`src/rtl/cu_pkg.sv`:
```
// Shared definitions for the CU register file: ABI register names and defaults.
package cu_pkg;

   localparam int XLEN_DEF  = 32;
   localparam int NREGS_DEF = 32;

   localparam logic [XLEN_DEF-1:0] SP_INIT_DEF = 32'h0000_0200;

   // ABI register indices
   localparam int REG_ZERO = 0;
   localparam int REG_RA   = 1;
   localparam int REG_SP   = 2;
   localparam int REG_GP   = 3;
   localparam int REG_TP   = 4;
   localparam int REG_T0   = 5;

   typedef logic [$clog2(NREGS_DEF)-1:0] reg_idx_t;

endpackage

```
`src/rtl/cu_scoreboard.sv`:
```
// Write scoreboard: pending-write tracking, RAW/WAW hazard detection,
// stall-cycle counter and sticky protocol-error flag.
module cu_scoreboard
   import cu_pkg::*;
#(
   parameter int NREGS  = NREGS_DEF,
   parameter int BYPASS = 1,
   parameter int AW     = $clog2(NREGS)
) (
   input  logic             soc_clk,
   input  logic             reset,
   input  logic             issue_valid,
   input  logic [AW-1:0]    issue_rd,
   input  logic             issue_wr,
   input  logic [AW-1:0]    issue_rs1,
   input  logic [AW-1:0]    issue_rs2,
   input  logic             issue_use1,
   input  logic             issue_use2,
   output logic             issue_ready,
   input  logic             wb_valid,
   input  logic [AW-1:0]    wb_addr,
   input  logic             flush,
   output logic [NREGS-1:0] pending,
   output logic [15:0]      stall_cnt,
   output logic             sb_err
);

   logic             clr1, clr2, wb_hits_rd;
   logic             raw1, raw2, waw;
   logic             accept, wb_live;
   logic [NREGS-1:0] pending_nxt;

   // Hazard detection; a same-cycle writeback releases RAW only when bypassing,
   // but always releases WAW since the write lands before the new one issues.
   always_comb begin
      clr1       = (BYPASS != 0) && wb_valid && (wb_addr == issue_rs1);
      clr2       = (BYPASS != 0) && wb_valid && (wb_addr == issue_rs2);
      wb_hits_rd = wb_valid && (wb_addr == issue_rd);
      raw1       = issue_use1 && (issue_rs1 != '0) && pending[issue_rs1] && !clr1;
      raw2       = issue_use2 && (issue_rs2 != '0) && pending[issue_rs2] && !clr2;
      waw        = issue_wr && (issue_rd != '0) && pending[issue_rd] && !wb_hits_rd;
      issue_ready = !reset && !flush && !raw1 && !raw2 && !waw;
      accept     = issue_valid && issue_ready;
      wb_live    = wb_valid && (wb_addr != '0);
   end

   // Next pending vector: writeback clears, accepted issue sets (set wins).
   always_comb begin
      pending_nxt = pending;
      if (wb_live) pending_nxt[wb_addr] = 1'b0;
      if (accept && issue_wr && (issue_rd != '0)) pending_nxt[issue_rd] = 1'b1;
      pending_nxt[0] = 1'b0;
   end

   // Pending register; reset and flush both wipe every outstanding write.
   always_ff @(posedge soc_clk) begin
      if (reset || flush) pending <= '0;
      else                pending <= pending_nxt;
   end

   // Sticky error on a writeback that no issue is waiting for.
   always_ff @(posedge soc_clk) begin
      if (reset)                                   sb_err <= 1'b0;
      else if (wb_live && !pending[wb_addr] && !flush) sb_err <= 1'b1;
   end

   // Saturating count of cycles in which decode was held off.
   always_ff @(posedge soc_clk) begin
      if (reset)                                             stall_cnt <= '0;
      else if (issue_valid && !issue_ready && stall_cnt != 16'hFFFF) stall_cnt <= stall_cnt + 16'd1;
   end

endmodule

```
`src/rtl/cu_regfile_sb.sv`:
```
// General-purpose register file with combinational read ports, optional
// writeback bypass and an attached write scoreboard.
module cu_regfile_sb
   import cu_pkg::*;
#(
   parameter int              XLEN    = XLEN_DEF,
   parameter int              NREGS   = NREGS_DEF,
   parameter int              NRD     = 2,
   parameter int              BYPASS  = 1,
   parameter logic [XLEN-1:0] SP_INIT = SP_INIT_DEF,
   parameter int              AW      = $clog2(NREGS)
) (
   input  logic                soc_clk,
   input  logic                reset,
   input  logic [NRD*AW-1:0]   rd_addr,
   output logic [NRD*XLEN-1:0] rd_data,
   input  logic                issue_valid,
   input  logic [AW-1:0]       issue_rd,
   input  logic                issue_wr,
   input  logic [AW-1:0]       issue_rs1,
   input  logic [AW-1:0]       issue_rs2,
   input  logic                issue_use1,
   input  logic                issue_use2,
   output logic                issue_ready,
   input  logic                wb_valid,
   input  logic [AW-1:0]       wb_addr,
   input  logic [XLEN-1:0]     wb_data,
   input  logic                flush,
   output logic [NREGS-1:0]    pending,
   output logic [15:0]         stall_cnt,
   output logic                sb_err
);

   logic [XLEN-1:0] regs [NREGS];

   // Register array; reg 0 is never written so it stays zero after reset.
   always_ff @(posedge soc_clk) begin
      if (reset) begin
         for (int i = 0; i < NREGS; i++) regs[i] <= (i == REG_SP) ? SP_INIT : '0;
      end else if (wb_valid && wb_addr != '0) begin
         regs[wb_addr] <= wb_data;
      end
   end

   for (genvar p = 0; p < NRD; p++) begin : g_rd
      logic [AW-1:0] ra;
      assign ra = rd_addr[p*AW +: AW];
      // Read mux with writeback forwarding.
      always_comb begin
         if (ra == '0)
            rd_data[p*XLEN +: XLEN] = '0;
         else if ((BYPASS != 0) && wb_valid && (wb_addr == ra))
            rd_data[p*XLEN +: XLEN] = wb_data;
         else
            rd_data[p*XLEN +: XLEN] = regs[ra];
      end
   end

   cu_scoreboard #(
      .NREGS  (NREGS),
      .BYPASS (BYPASS),
      .AW     (AW)
   ) u_sb (
      .soc_clk     (soc_clk),
      .reset       (reset),
      .issue_valid (issue_valid),
      .issue_rd    (issue_rd),
      .issue_wr    (issue_wr),
      .issue_rs1   (issue_rs1),
      .issue_rs2   (issue_rs2),
      .issue_use1  (issue_use1),
      .issue_use2  (issue_use2),
      .issue_ready (issue_ready),
      .wb_valid    (wb_valid),
      .wb_addr     (wb_addr),
      .flush       (flush),
      .pending     (pending),
      .stall_cnt   (stall_cnt),
      .sb_err      (sb_err)
   );

endmodule

```
`config.mk`:
```
export PLATFORM = sky130hd
export DESIGN_NAME = cu_regfile_sb
export DESIGN_NICKNAME = d
export VERILOG_FILES = /design/src/rtl/cu_pkg.sv /design/src/rtl/cu_scoreboard.sv /design/src/rtl/cu_regfile_sb.sv
export SDC_FILE = /design/constraint.sdc
export NUM_CORES = 2
export LEC_CHECK = 0
export CAP_MARGIN = 0
export CORE_UTILIZATION = 50
export CTS_BUF_LIST = sky130_fd_sc_hd__clkbuf_8
export CTS_CLUSTER_DIAMETER = 80
export DETAILED_ROUTE_END_ITERATION = 16
export PLACE_DENSITY = 0.64
export SKIP_LAST_GASP = 1
export SYNTH_ARGS = -nofsm -noshare
export SYNTH_HDL_FRONTEND = slang
export SYNTH_SLANG_ARGS = --single-unit
```
`constraint.sdc`:
```
create_clock -name soc_clk -period 6.2 [get_ports soc_clk]
set_input_delay 1.24 -clock soc_clk [delete_from_list [all_inputs] [get_ports soc_clk]]
set_output_delay 1.24 -clock soc_clk [all_outputs]
set_load 0.03 [all_outputs]
```
==> run_results.csv <==
group,metric,value,unit
worst_setup_path,reg2reg_slack,3.24,ns
power,power.density,257.5,mW/mm2
timing,setup_viol,0,
worst_setup_path,cp.depth,8,
floorplanning,fp.dieH,344.3,um
grt,grt_max_degree,69,
worst_setup_path,crit_fanout,20,
cts,cts.clk_slew.worst_paths,0.06,ns
worst_setup_path,cp_data_arrival_time,4.65,ns
worst_setup_path,slowest_stage,"clkdlybuf4s50_1",
final_layout,fill_cells,9062,
cts,htreeDepth,4,
worst_setup_path,worstSetupStartpoint,"wb_addr[4]",
final_layout,mostFrequentLayoutCell,"edfxtp_1",
worst_setup_path,critPathRequiredTime,4.96,ns
timing,fin_setup_tns,0,ns
placed_design,io_buffer_count,182,
timing,max_freq,0.1697,GHz
worst_setup_path,r2r_end,"u_sb.pending[11]",
worst_setup_path,cp_top_family,"buffers and inverters",
power,internal_power,0.01253,W
final_layout,multiInputGateArea,0.02575,mm2
grt,grt_antenna_before_repair,17,
timing,maxSlewHeadroom,0.1822,
placed_design,gp_congestion,0.9028,
yosys,synthFlopType,"edfxtp_1",
yosys,synth_seq_cells,1072,
outcome,status,"completed",
worst_setup_path,critPathCapture,"rd_data[6]",
worst_setup_path,worstSetupStartpointType,"input pin",
yosys,ys_async_sr_fraction,0,
final_layout,drive_gt1_frac,0.2863,
yosys,synth-adder-area-share,0.0002136,
floorplanning,num_rows,125,
hold_path,holdPathStages,2,
yosys,syn_inst,3824,
final_layout,regArea,0.03171,mm2
yosys,synth_xor_area_frac,0.003738,
yosys,synth_area,0.05858,mm2
drt,finalWirelength,203.3,mm
grt,grt_pass1_wl,283.8,mm
worst_setup_path,reg2reg_from,"u_sb.pending[6]",
worst_setup_path,worstPathCellList,"clkdlybuf4s50_1 > buf_4 > xor2_1 > nor4_1 > nand3_4 > buf_4 > a211oi_1 > clkdlybuf4s50_1",
drt,ant_nets,0,
hold_path,hp-class,"reg -> reg",
yosys,yosysWarnings,0,
yosys,synth_mux_area_frac,0.2623,
cts,postCtsHoldBufs,0,
final_layout,layout.nets,4079,
power,ir_worst_vdd,225.5,uV
timing,finalHoldViolations,0,
placed_design,place_area,0.06336,mm2
floorplanning,core,0.1162,mm2
placed_design,dp_hpwl,120.1,mm
yosys,syn_area_per_cell,15.32,um2
worst_setup_path,path_class,"in -> out",
timing,finalCriticalPeriod,5.893,ns
drt,via_per_inst,6.759,
timing,rsz0062_at_grt,"no",
cts,numCtsBuffers,183,
floorplanning,die_w,344.3,um
worst_setup_path,cp-end-kind,"output pin",
floorplanning,initial_utilization,0.5041,
worst_setup_path,ff2ff_path_depth,8,
grt,grt_pass1_vias,37570,
drt,dr.pass1.iters,5,
cts,cts.path.max_buffers,3,
grt,track_usage,0.3464,
yosys,synth-compound-area-share,0.02984,
final_layout,most-common-layout-cells,"edfxtp_1, and2_1, mux4_2",
yosys,synth-edff-count,1024,
power,p_seq_frac,0.496,
worst_setup_path,cp_num_buf_inv,4,
flow_run,max_cap_violations,0,
cts,clkSinkCount,1072,
grt,grt.overflow.total,0,
final_layout,area.growth.synth_to_final,13.87,%
cts,cts_tree,"yes",
drt,vias,38370,
drt,avgRoutedWirePerCell,35.81,um
yosys,ys_seq_area_frac,0.5413,
timing,drv_slew,0,
drt,remaining_drc_errors,0,
power,combPwrFrac,0.152,
cts,clockRootBuffer,"clkbuf_8",
cts,cts_resized,0,
drt,drt_iter0_markers,5565,
cts,postCtsSetupBuffers,0,
floorplanning,io_pins,184,
final_layout,fin_area,0.06671,mm2
power,leakage,22.89,nW
yosys,synth_top_family_by_area,"multiplexers",
cts,clkLatencyLatePin,0.91,ns
timing,finClkSkew,0.03248,ns
yosys,synthSimpleGateAreaFrac,0.1333,
floorplanning,die-area,0.1185,mm2
timing,worstMarginPinSlew,1.223,ns
power,switchingPower,0.004648,W
worst_setup_path,critPathMaxStageDelay,0.78,ns
yosys,synth_cell_types,63,
timing,period_share,0.9505,
power,power_frac_clock,0.352,
power,p_sw_frac,0.2706,
per-layer routing:
layer  vias up  part of all wire  GRT usage  wire length, um
li1      15220                 -          -                -
met3       506              0.11    0.07925            22820
met1     19950              0.36     0.4601            74070
met4         0             0.043     0.1474             8832
met2      2698              0.48     0.5514            97580
met5         -                 0          0                0
cell families (layout without fill, tap and decap cells):
family	Yosys count	count (layout)
compound gates	243	243
buf+inv	425	712
other cells	1	43
flops	1072	1072
fa+ha+maj	1	1
simple gates	1305	1305
mux	752	752
xor+xnor	25	25
worst min-delay path: stages, from the launching register on:
cell and delay, ns:
dfxtp_1 0.33, nor2_1 0.05, nor2_1 0.07
sequential cells by signal, summed over array words and instances, names as in the netlist:
name            flops
regs             1024
u_sb.stall_cnt     16
u_sb.pending       31
u_sb.sb_err         1
worst min-delay path by stage:
stage / slack (ns) / start / end
floorplan: 0.60 / u_sb.sb_err / u_sb.sb_err
global placement: 0.47 / u_sb.sb_err / u_sb.sb_err
detailed placement: 0.48 / u_sb.sb_err / u_sb.sb_err
CTS: 0.50 / u_sb.sb_err / u_sb.sb_err
global route: 0.53 / u_sb.sb_err / u_sb.sb_err
finish: 0.49 / u_sb.sb_err / u_sb.sb_err
power groups by stage:
stage | registers (W) | clock network [W] | logic (W)
after floorplan | 0.00859 | 0 | 0.00156
after global placement | 0.00864 | 0 | 0.00257
after detailed placement | 0.00866 | 0 | 0.00258
after CTS | 0.00851 | 0.00608 | 0.00259
after global routing | 0.00856 | 0.00638 | 0.00268
final | 0.00852 | 0.00604 | 0.00261
per-stage QoR:
| stage | std cells | total power (W) | worst slack [ns] | util | hold WS, ns |
|---|---|---|---|---|---|
| 2_1_floorplan | 3856 | 0.01015 | 1.280 | - | 0.6028 |
| 3_3_place_gp | 5347 | 0.01120 | 0.3552 | 0.5453 | 0.4667 |
| 3_5_place_dp | 5347 | 0.01124 | 0.4085 | 0.5453 | 0.4795 |
| 4_1_cts | 5667 | 0.01718 | 0.3834 | 0.5739 | 0.4966 |
| 5_1_grt | 5670 | 0.01762 | 0.2909 | 0.5739 | 0.5315 |
| 6_report | 5677 | 0.01718 | 0.3071 | 0.5741 | 0.4884 |
area by class of cell:
class	count	area share
Sequential cell	1072	0.4753
Multi-Input combinational cell	2359	0.3859
Timing Repair Buffer	386	0.05964
Clock buffer	196	0.04044
Tap cell	1524	0.02858
Clock inverter	124	0.009359
Antenna cell	10	0.0003751
Inverter	6	0.0003376
cell usage after synthesis, types with 3 or more instances:
master | n | area share
a211oi_1 | 108 | 0.014
nor4_1 | 8 | 0.00085
xor2_1 | 20 | 0.0030
clkbuf_1 | 320 | 0.021
nor2_1 | 114 | 0.0073
a31oi_1 | 3 | 0.00032
nand3_1 | 25 | 0.0021
and2_1 | 994 | 0.11
o41ai_1 | 3 | 0.00045
nand2_1 | 34 | 0.0022
mux4_2 | 623 | 0.24
nand3b_1 | 6 | 0.00077
or4_1 | 9 | 0.0012
inv_1 | 6 | 0.00038
or2_2 | 3 | 0.00032
or3_1 | 8 | 0.00085
o21ai_0 | 20 | 0.0017
o31ai_1 | 9 | 0.0012
mux2i_1 | 119 | 0.020
o21bai_1 | 13 | 0.0017
and3_1 | 4 | 0.00043
nor3b_1 | 3 | 0.00038
nand2b_1 | 27 | 0.0029
buf_1 | 28 | 0.0018
nor3_1 | 10 | 0.00085
edfxtp_1 | 1024 | 0.52
dfxtp_1 | 48 | 0.016
mux2_2 | 8 | 0.0015
o211ai_1 | 14 | 0.0018
nand4_1 | 7 | 0.00075
nor2b_1 | 42 | 0.0045
xnor2_1 | 5 | 0.00075
buf_2 | 66 | 0.0056
a32o_1 | 15 | 0.0026
or3b_2 | 3 | 0.00045
a21oi_1 | 38 | 0.0032
(Power assumes the default switching activity.)
